===== config.mk =====
export PLATFORM = sky130hd
export DESIGN_NAME = seq_divider_16bit_flat
export DESIGN_NICKNAME = d
export VERILOG_FILES = /design/src/rtl/div_pkg.sv /design/src/rtl/seq_divider_16bit_if.sv /design/src/rtl/div_add_sub_cell.sv /design/src/rtl/div_trial_sub.sv /design/src/rtl/seq_divider_16bit.sv /design/src/flat_wrapper.sv
export SDC_FILE = /design/constraint.sdc
export NUM_CORES = 1
export LEC_CHECK = 0
export CELL_PAD_IN_SITES_DETAIL_PLACEMENT = 1
export CELL_PAD_IN_SITES_GLOBAL_PLACEMENT = 1
export CORE_UTILIZATION = 43
export CTS_CLUSTER_DIAMETER = 40
export DETAILED_ROUTE_END_ITERATION = 8
export PLACE_DENSITY_LB_ADDON = 0.2
export SLEW_MARGIN = 15
export SYNTH_ARGS = -nofsm -noshare
export SYNTH_HDL_FRONTEND = slang
export SYNTH_SLANG_ARGS = --single-unit

===== constraint.sdc =====
create_clock -name clk -period 14.53 [get_ports clk]
set_input_delay 2.906 -clock clk [delete_from_list [all_inputs] [get_ports clk]]
set_output_delay 2.906 -clock clk [all_outputs]
set_load 0.05 [all_outputs]

===== src/rtl/div_pkg.sv =====
// rtl/div_pkg.sv - shared state encoding, default width and counter sizing for the divider
package div_pkg;

   localparam int DIV_WIDTH = 16;

   typedef enum logic [1:0] {
      ST_IDLE = 2'd0,
      ST_CALC = 2'd1,
      ST_DONE = 2'd2
   } div_state_e;

   // The iteration counter must hold WIDTH itself, not just WIDTH-1.
   function automatic int div_cnt_width(input int width);
      return $clog2(width + 1);
   endfunction

endpackage


===== src/rtl/seq_divider_16bit_if.sv =====
// rtl/seq_divider_16bit_if.sv - start/done handshake, operands and results of the divider
interface seq_divider_16bit_if #(
   parameter int WIDTH = div_pkg::DIV_WIDTH
);

   logic             start;
   logic [WIDTH-1:0] dividend;
   logic [WIDTH-1:0] divisor;
   logic             ready;
   logic             busy;
   logic             done;
   logic [WIDTH-1:0] quotient;
   logic [WIDTH-1:0] remainder;
   logic             div_by_zero;

   modport master (
      output start, dividend, divisor,
      input  ready, busy, done, quotient, remainder, div_by_zero
   );

   modport slave (
      input  start, dividend, divisor,
      output ready, busy, done, quotient, remainder, div_by_zero
   );

endinterface


===== src/rtl/div_add_sub_cell.sv =====
// rtl/div_add_sub_cell.sv - 1-bit adder/subtractor cell; i_sub inverts b before the full add
module div_add_sub_cell (
   input  logic i_a,
   input  logic i_b,
   input  logic i_sub,
   input  logic i_cin,
   output logic o_sum,
   output logic o_cout
);

   logic w_b;

   assign w_b    = i_b ^ i_sub;
   assign o_sum  = i_a ^ w_b ^ i_cin;
   assign o_cout = (i_a & w_b) | (i_a & i_cin) | (w_b & i_cin);

endmodule


===== src/rtl/div_trial_sub.sv =====
// rtl/div_trial_sub.sv - ripple a - b as a + ~b + 1; no_borrow is the final carry-out
module div_trial_sub #(
   parameter int WIDTH = 17
) (
   input  logic [WIDTH-1:0] a,
   input  logic [WIDTH-1:0] b,
   output logic [WIDTH-1:0] diff,
   output logic             no_borrow
);

   logic [WIDTH:0] w_carry;

   assign w_carry[0] = 1'b1;

   for (genvar i = 0; i < WIDTH; i++) begin : g_cell
      div_add_sub_cell u_cell (
         .i_a    (a[i]),
         .i_b    (b[i]),
         .i_sub  (1'b1),
         .i_cin  (w_carry[i]),
         .o_sum  (diff[i]),
         .o_cout (w_carry[i+1])
      );
   end

   assign no_borrow = w_carry[WIDTH];

endmodule


===== src/rtl/seq_divider_16bit.sv =====
// rtl/seq_divider_16bit.sv - restoring unsigned divider, one trial subtraction per clock
module seq_divider_16bit
   import div_pkg::*;
#(
   parameter int WIDTH = DIV_WIDTH
) (
   input  logic               clk,
   input  logic               rst_n,
   seq_divider_16bit_if.slave bus
);

   localparam int CW = div_cnt_width(WIDTH);

   div_state_e       r_state;
   div_state_e       w_state_next;
   logic [CW-1:0]    r_cnt;
   logic [WIDTH-1:0] r_rem;
   logic [WIDTH-1:0] r_quo;
   logic [WIDTH-1:0] r_divisor;
   logic [WIDTH-1:0] r_quotient;
   logic [WIDTH-1:0] r_remainder;
   logic             r_dbz;

   logic             w_accept;
   logic             w_zero_div;
   logic             w_last_iter;
   logic             w_no_borrow;
   logic [WIDTH:0]   w_shift_rem;
   logic [WIDTH:0]   w_diff;
   logic [WIDTH-1:0] w_rem_next;
   logic [WIDTH-1:0] w_quo_next;
   logic             w_unused_diff_msb;

   assign w_accept    = (r_state == ST_IDLE) && bus.start;
   assign w_zero_div  = (bus.divisor == '0);
   assign w_last_iter = (r_cnt == CW'(1));

   always_ff @(posedge clk or negedge rst_n) begin
      if (!rst_n) begin
         r_state <= ST_IDLE;
      end else begin
         r_state <= w_state_next;
      end
   end

   always_comb begin
      w_state_next = r_state;
      case (r_state)
         ST_IDLE: begin
            if (bus.start) begin
               w_state_next = w_zero_div ? ST_DONE : ST_CALC;
            end
         end
         ST_CALC: begin
            if (w_last_iter) begin
               w_state_next = ST_DONE;
            end
         end
         ST_DONE: w_state_next = ST_IDLE;
         default: w_state_next = ST_IDLE;
      endcase
   end

   // {R,Q} shifted left: the partial remainder gains Q's MSB and grows to WIDTH+1 bits,
   // since it can reach 2*divisor-1 before the trial subtraction.
   assign w_shift_rem = {r_rem, r_quo[WIDTH-1]};

   div_trial_sub #(
      .WIDTH (WIDTH + 1)
   ) u_trial (
      .a         (w_shift_rem),
      .b         ({1'b0, r_divisor}),
      .diff      (w_diff),
      .no_borrow (w_no_borrow)
   );

   // A restored remainder is always below the divisor, so its top bit is zero.
   assign w_unused_diff_msb = w_diff[WIDTH];
   assign w_rem_next = w_no_borrow ? w_diff[WIDTH-1:0] : w_shift_rem[WIDTH-1:0];
   assign w_quo_next = {r_quo[WIDTH-2:0], w_no_borrow};

   always_ff @(posedge clk or negedge rst_n) begin
      if (!rst_n) begin
         r_cnt       <= '0;
         r_rem       <= '0;
         r_quo       <= '0;
         r_divisor   <= '0;
         r_quotient  <= '0;
         r_remainder <= '0;
         r_dbz       <= 1'b0;
      end else begin
         if (w_accept && !w_zero_div) begin
            r_cnt     <= CW'(WIDTH);
            r_rem     <= '0;
            r_quo     <= bus.dividend;
            r_divisor <= bus.divisor;
         end else if (r_state == ST_CALC) begin
            r_cnt <= r_cnt - CW'(1);
            r_rem <= w_rem_next;
            r_quo <= w_quo_next;
         end

         // Results change only on entry to DONE and hold until the next one.
         if (w_accept && w_zero_div) begin
            r_quotient  <= '1;
            r_remainder <= bus.dividend;
            r_dbz       <= 1'b1;
         end else if ((r_state == ST_CALC) && w_last_iter) begin
            r_quotient  <= w_quo_next;
            r_remainder <= w_rem_next;
            r_dbz       <= 1'b0;
         end
      end
   end

   assign bus.ready       = (r_state == ST_IDLE);
   assign bus.busy        = (r_state == ST_CALC);
   assign bus.done        = (r_state == ST_DONE);
   assign bus.quotient    = r_quotient;
   assign bus.remainder   = r_remainder;
   assign bus.div_by_zero = r_dbz;

endmodule

===== src/flat_wrapper.sv =====
// flat-port wrapper written by rule: the top's interface ports become plain ports
module seq_divider_16bit_flat import div_pkg::*;
#(
   parameter int WIDTH = DIV_WIDTH
)
  (clk, rst_n, bus_start, bus_dividend, bus_divisor, bus_ready, bus_busy, bus_done, bus_quotient, bus_remainder, bus_div_by_zero);
  seq_divider_16bit_if #(.WIDTH(WIDTH)) bus_i ();
  input  logic clk;
  input  logic rst_n;
  input wire logic [$bits(bus_i.start)-1:0] bus_start;
  input wire logic [$bits(bus_i.dividend)-1:0] bus_dividend;
  input wire logic [$bits(bus_i.divisor)-1:0] bus_divisor;
  output wire logic [$bits(bus_i.ready)-1:0] bus_ready;
  output wire logic [$bits(bus_i.busy)-1:0] bus_busy;
  output wire logic [$bits(bus_i.done)-1:0] bus_done;
  output wire logic [$bits(bus_i.quotient)-1:0] bus_quotient;
  output wire logic [$bits(bus_i.remainder)-1:0] bus_remainder;
  output wire logic [$bits(bus_i.div_by_zero)-1:0] bus_div_by_zero;
  assign bus_i.start = bus_start;
  assign bus_i.dividend = bus_dividend;
  assign bus_i.divisor = bus_divisor;
  assign bus_ready = bus_i.ready;
  assign bus_busy = bus_i.busy;
  assign bus_done = bus_i.done;
  assign bus_quotient = bus_i.quotient;
  assign bus_remainder = bus_i.remainder;
  assign bus_div_by_zero = bus_i.div_by_zero;
  seq_divider_16bit #(.WIDTH(WIDTH)) u_core (.clk(clk), .rst_n(rst_n), .bus(bus_i));
endmodule

Yosys cells after proc, flatten, opt, wreduce, memory -nomap -nowiden. Index checks and enable logic that the tools add are counted.

Bitwise logic cells: 129. Reductions and logical operators: 10. Mux-type cells: 17. Equal/unequal tests: 5. $add $sub $neg: 1.

Operators with widths (count): two-way mux 16 bit (9); bitwise AND 1 bit (47); bitwise OR 1 bit (34); XOR 1 bit (31); inverter 1 bit (17); logical NOT 16 bit (1); two-way mux 5 bit (2); two-way mux 2 bit (3); == test 5 x 1 -> 1 bit, second input constant (1); subtractor 5 x 1 -> 5 bit, second input constant (1); logical AND 1 bit (4); case mux 2 bit (2 select lines) (1); nonzero test 2 bit (2); == test 2 x 1 -> 1 bit, second input constant (1); == test 2 bit, second input constant (1); logical NOT 2 bit (1); two-way mux 1 bit (2); inequality test 2 x 1 -> 1 bit, second input constant (1); inequality test 2 bit, second input constant (1); AND reduction 2 bit (1); logical NOT 1 bit (1).

Word-level logic and storage cells: 170. Flip-flop bits (word level): 88. Output and inout port bits: 36. Input port bits: 35.

Logic depth before layout (Yosys ltp).
Depth in word-level cells: 55. Gate-level depth with buffers: 23. Gate-level depth less buffers: 22.

By module. Synthesis repeated with hierarchy kept, for this count alone.

Cell total of the unflattened synthesis: 475. Area total of the unflattened synthesis: 4780.8 um^2.

By module, submodules not included: seq_divider_16bit (instances 1, cells each 372, seq. area each 2202.1 um^2, area an instance 4032.6 um^2); div_add_sub_cell (instances 17, cells each 6, seq. area each 0.0 um^2, area an instance 43.8 um^2); div_trial_sub (instances 1, cells each 1, seq. area each 0.0 um^2, area an instance 3.8 um^2).

Worst setup path after synthesis. OpenSTA, ideal clock, no wires.

Kind: reg-to-reg. Start: register u_core.r_quo[15]. End: register u_core.r_remainder[10], in the netlist u_core.bus.remainder[10]. Setup slack: 5.770 ns. Cell stages (with the launch flop): 24. Arrival: 8.635 ns. Period minus slack after synthesis: 8.760 ns. Data required time: 14.405 ns. Setup time: 0.125 ns. Path buffers: 1. Cells stage by stage: dfrtp_1 inv_1 ha_1 inv_1 fa_1 fa_1 fa_1 fa_1 fa_1 fa_1 fa_1 fa_1 fa_1 fa_1 fa_1 fa_1 fa_1 fa_1 fa_1 nor2_2 buf_2 mux2i_1 a21oi_1 mux2_4.

Cells in the longest elaborated chain, start to end: 54. Elaborated cells on any way between the ends: 70. Those cells by class: 3 x mux; 67 x bitwise.

Ends and longest elaborated chain: from (decl) (line seq_divider_16bit.sv:18) `logic [WIDTH-1:0] r_quo;`; from (signal assigned) (line seq_divider_16bit.sv:95) `r_quo <= bus.dividend;`; from (signal assigned) (line seq_divider_16bit.sv:100) `r_quo <= w_quo_next;`; bitwise AND 1 bit (line div_add_sub_cell.sv:15) `assign o_cout = (i_a & w_b) | (i_a & i_cin) | (w_b & i_cin);`; bitwise OR 1 bit * (2 in a row) (line div_add_sub_cell.sv:15); bitwise AND 1 bit (line div_add_sub_cell.sv:15); bitwise OR 1 bit (line div_add_sub_cell.sv:15); bitwise OR 1 bit * (line div_add_sub_cell.sv:15); bitwise AND 1 bit (line div_add_sub_cell.sv:15); bitwise OR 1 bit (line div_add_sub_cell.sv:15); bitwise OR 1 bit * (line div_add_sub_cell.sv:15); [... 34 more ...]; bitwise OR 1 bit (2 in a row) (line div_add_sub_cell.sv:15); bitwise AND 1 bit (line div_add_sub_cell.sv:15); bitwise OR 1 bit (2 in a row) (line div_add_sub_cell.sv:15); bitwise AND 1 bit (line div_add_sub_cell.sv:15); bitwise OR 1 bit (2 in a row) (line div_add_sub_cell.sv:15); two-way mux 16 bit * (line seq_divider_16bit.sv:79) `assign w_rem_next = w_no_borrow ? w_diff[WIDTH-1:0] : w_shift_rem[WIDTH-1:0];`; two-way mux 16 bit * (line seq_divider_16bit.sv:108) `end else if ((r_state == ST_CALC) && w_last_iter) begin`; two-way mux 16 bit * (line seq_divider_16bit.sv:104) `if (w_accept && w_zero_div) begin`; to (signal assigned) (line seq_divider_16bit.sv:106) `r_remainder <= bus.dividend;`; to (signal assigned) (line seq_divider_16bit.sv:110) `r_remainder <= w_rem_next;`; to (decl) (line seq_divider_16bit.sv:21) `logic [WIDTH-1:0] r_remainder;`.

Every way passes the cells marked *; elsewhere a longest branch is shown, timed or not. The select of a mux whose other input is x is not followed. A chain may end at the register's enable or synchronous reset.

Final worst setup path.
Start: register u_core.r_quo[15]. End: register u_core.r_remainder[0], in the netlist u_core.bus.remainder[0].

Cells in the longest elaborated chain, start to end: 54. Elaborated cells on any way between the ends: 71. Those cells by class: 3 x mux; 68 x bitwise.

Ends and longest elaborated chain (line): bitwise AND 1 bit (div_add_sub_cell.sv:15); bitwise OR 1 bit (2 in a row) (div_add_sub_cell.sv:15); bitwise AND 1 bit (div_add_sub_cell.sv:15); bitwise OR 1 bit (2 in a row) (div_add_sub_cell.sv:15); bitwise AND 1 bit (div_add_sub_cell.sv:15); bitwise OR 1 bit (2 in a row) (div_add_sub_cell.sv:15); bitwise AND 1 bit (div_add_sub_cell.sv:15); bitwise OR 1 bit (2 in a row) (div_add_sub_cell.sv:15); [... 31 more ...]; bitwise OR 1 bit (2 in a row) (div_add_sub_cell.sv:15); bitwise AND 1 bit (div_add_sub_cell.sv:15); bitwise OR 1 bit (2 in a row) (div_add_sub_cell.sv:15); bitwise AND 1 bit (div_add_sub_cell.sv:15); bitwise OR 1 bit (2 in a row) (div_add_sub_cell.sv:15); two-way mux 16 bit * (seq_divider_16bit.sv:79); two-way mux 16 bit * (seq_divider_16bit.sv:108); two-way mux 16 bit * (seq_divider_16bit.sv:104).

Marks and branches as above.

==> impl_metrics.yaml <==
yosys:
  synthesis.nets: 463
  avgSynthCellArea_sq_um: 10.57
  synth-async-reset-ratio_pct: 100.0
  synthFlopType: "dfrtp_1"
  yosysWarnings: 0
  synth_edf_count: 0
  ys_seq_area_share_pct: 50.82
  ys_ff_latch: 88
  netlist_instances: 410
  yosysUniqueCellTypes: 33
  mappedNetlistArea_sq_um: 4333
clocking:
  cts_tree: "yes"
  clockBufferDepth: 2
  path_clk_slew_ns: 0.10
  cts-root-buf: "clkbuf_8"
  post_cts_resize_count: 0
  clock_latency_ns: 0.36
  cts_sinks: 88
  cts-hold-fix-buffers: 0
  cts_max_level: 3
  post_cts_buffers: 0
  cts_made_buffers: 9
route:
  routed_wl_um: 11030
  initialDrtViolationCount: 80
  drtPass1Iterations: 4
  wl_per_cell_um: 18.18
  vias: 3197
  ant_nets: 0
  vias_per_cell: 5.267
  drc: 0
timing:
  grt_setup_unrepaired: "no"
  setup_viol: 0
  relSlewSlack_pct: 21.71
  maxSlewViolCount: 0
  period_share_pct: 65.21
  final_hold_viol_count: 0
  max_clock_freq_ghz: 0.1055
  timing.final.crit_period_ns: 9.475
  fin_setup_tns_ns: 0
  finalClockSkew_ns: 0.01577
  worst_pin_slew_ns: 1.173
setup_path:
  slowest_delay_ns: 0.91
  crit_path_cell_trace: "inv_1 -> ha_1 -> inv_1 -> fa_1 -> fa_1 -> fa_1 -> fa_1 -> fa_1 -> fa_1 -> fa_1 -> fa_1 -> fa_1 -> fa_1 -> fa_1 -> fa_1 -> fa_1 -> fa_1 -> fa_1 -> nor2_2 -> mux2i_1 -> mux2_2 -> mux2_2"
  path_buf_inv: 2
  arrival_ns: 9.72
  critPathMostFrequentCell: "fa_1"
  start_kind: "flip-flop"
  path_delay_family: "adder cells"
  crit_type: "flip-flop to flip-flop"
  crit_fanout: 18
  end_kind: "flip-flop"
  required_ns: 14.77
  critPathSlowestCell: "nor2_2"
placement:
  place.port_buffers: 70
  placed_area_sq_um: 5116
  place.gp.congestion: 0.8077
  hpwl_um: 7786
grt:
  grt_use_total_pct: 23.32
  antenna_found_initial: 0
  grt_pass1_vias: 3503
  grt_pass1_wl_um: 18080
  grt_max_degree: 66
  grt_remaining_overflow: 0
final_layout:
  area_growth_pct: 22.93
  antennaDiodeCount: 0
  final_common_cell: "dfrtp_1"
  final_cell_area_sq_um: 5326
  final_cell_mix: "dfrtp_1 (88), clkdlybuf4s50_1 (69), nand2_1 (67)"
  fillers: 1104
  drive_gt1_share_pct: 9.494
  fin_nets: 522
power_and_ir_drop:
  p_per_area_nw_per_um2: 283.4
  leakagePower_uw: 0.002343
  power_uw: 1509
  irDropWorstVdd_mv: 0.1820
floorplan:
  die_h_um: 102.4
  dieArea_sq_um: 10480
  die_w_um: 102.4
  num_rows: 36
  core-area_sq_um: 9774
  start_util_pct: 44.33
  ios: 71
outcome:
  outcome: "complete, no violations"
run:
  maxCapViolCount: 0
worst_hold_path:
  min_path_type: "flip-flop to flip-flop"
sequential cells by signal, summed over array words and instances (netlist names):
name                    cells
u_core.bus.quotient        16
u_core.bus.remainder       16
u_core.r_divisor           16
u_core.r_quo               16
u_core.r_rem               16
u_core.r_cnt                5
u_core.r_state              2
u_core.bus.div_by_zero      1
cell families (layout without fill, tap and decap cells):
group,after synthesis,in the layout,share of synthesized area (%)
simple gates,121,121,12.24
flops,88,88,50.82
compound gates,83,83,10.74
mux,49,49,12.71
buf+inv,48,112,5.082
fa+ha+maj,18,18,7.797
xor+xnor,3,3,0.6065
worst reg2reg max path, cell delays in order (launching register included):
cell and delay [ns]:
dfrtp_1 0.38, inv_1 0.09, ha_1 0.15, inv_1 0.05, fa_1 0.45, fa_1 0.47, fa_1 0.46, fa_1 0.46
fa_1 0.46, fa_1 0.46, fa_1 0.46, fa_1 0.46, fa_1 0.46, fa_1 0.46, fa_1 0.48, fa_1 0.49
fa_1 0.49, fa_1 0.46, fa_1 0.44, nor2_2 0.91, mux2i_1 0.25, mux2_2 0.32, mux2_2 0.27
final timing paths:
path | slack [ns] | cells after the start | endpoint | startpoint
worst max register to register | 5.06 | 22 | u_core.bus.remainder[0] | u_core.r_quo[15]
worst min-delay path | 0.49 | 2 | u_core.bus.div_by_zero | u_core.bus.div_by_zero
max in group asynchronous | 10.95 | 2 | u_core.r_quo[13] | rst_n
min in group asynchronous | 2.44 | 1 | u_core.r_divisor[2] | rst_n
worst max-delay path | 5.06 | 22 | u_core.bus.remainder[0] | u_core.r_quo[15]
worst min register to register | 0.49 | 2 | u_core.bus.div_by_zero | u_core.bus.div_by_zero
cells in the mapped netlist (10+ instances only):
cell      instances  area (sq um)
buf_2            17         85.08
mux2i_1          31         310.3
nand2_1          67         251.5
o21ai_0          31         155.2
a211oi_1         15         112.6
a21oi_1          33         165.2
dfrtp_1          88          2202
nand3_1          15         75.07
mux2_4           10         150.1
nor2_1           24         90.09
inv_1            20         75.07
fa_1             15         300.3
power breakdown:
group	leakage, uW	total [uW]	internal (uW)	switching (uW)
clock network	0.000104	180	86.4	93.8
logic	0.00118	865	337	528
registers	0.00105	465	373	91.4
total	0.00234	1510	796	713
per-layer routing:
layer  global-route usage, %  vias up  wire length (um)
met5                       0        -                 0
met4                   8.571        0               114
met2                   40.42       54              5570
met3                   2.873        9               283
li1                        -     1496                 -
met1                   30.04     1638              5065
through the flow:
stage / cells / utilization, % / setup slack (ns) / hold WS (ns)
final: 607 / 54.49 / 5.055 / 0.4919
after global routing: 607 / 54.49 / 4.630 / 0.5139
after CTS: 607 / 54.49 / 5.019 / 0.4968
after detailed placement: 591 / 52.34 / 5.064 / 0.4725
after global placement: 591 / 52.34 / 5.261 / 0.4640
after floorplan: 410 / - / 5.770 / 0.4817
area by class of cell:
type | instances | area (sq um) | share of cell area [%]
Timing Repair Buffer | 76 | 743.2 | 13.95
Sequential cell | 88 | 2202 | 41.34
Clock inverter | 6 | 72.57 | 1.362
Multi-Input combinational cell | 274 | 1929 | 36.22
Tap cell | 133 | 166.4 | 3.124
Inverter | 20 | 75.07 | 1.409
Clock buffer | 10 | 137.6 | 2.584
Note: power is estimated with default switching activity, not from simulation.
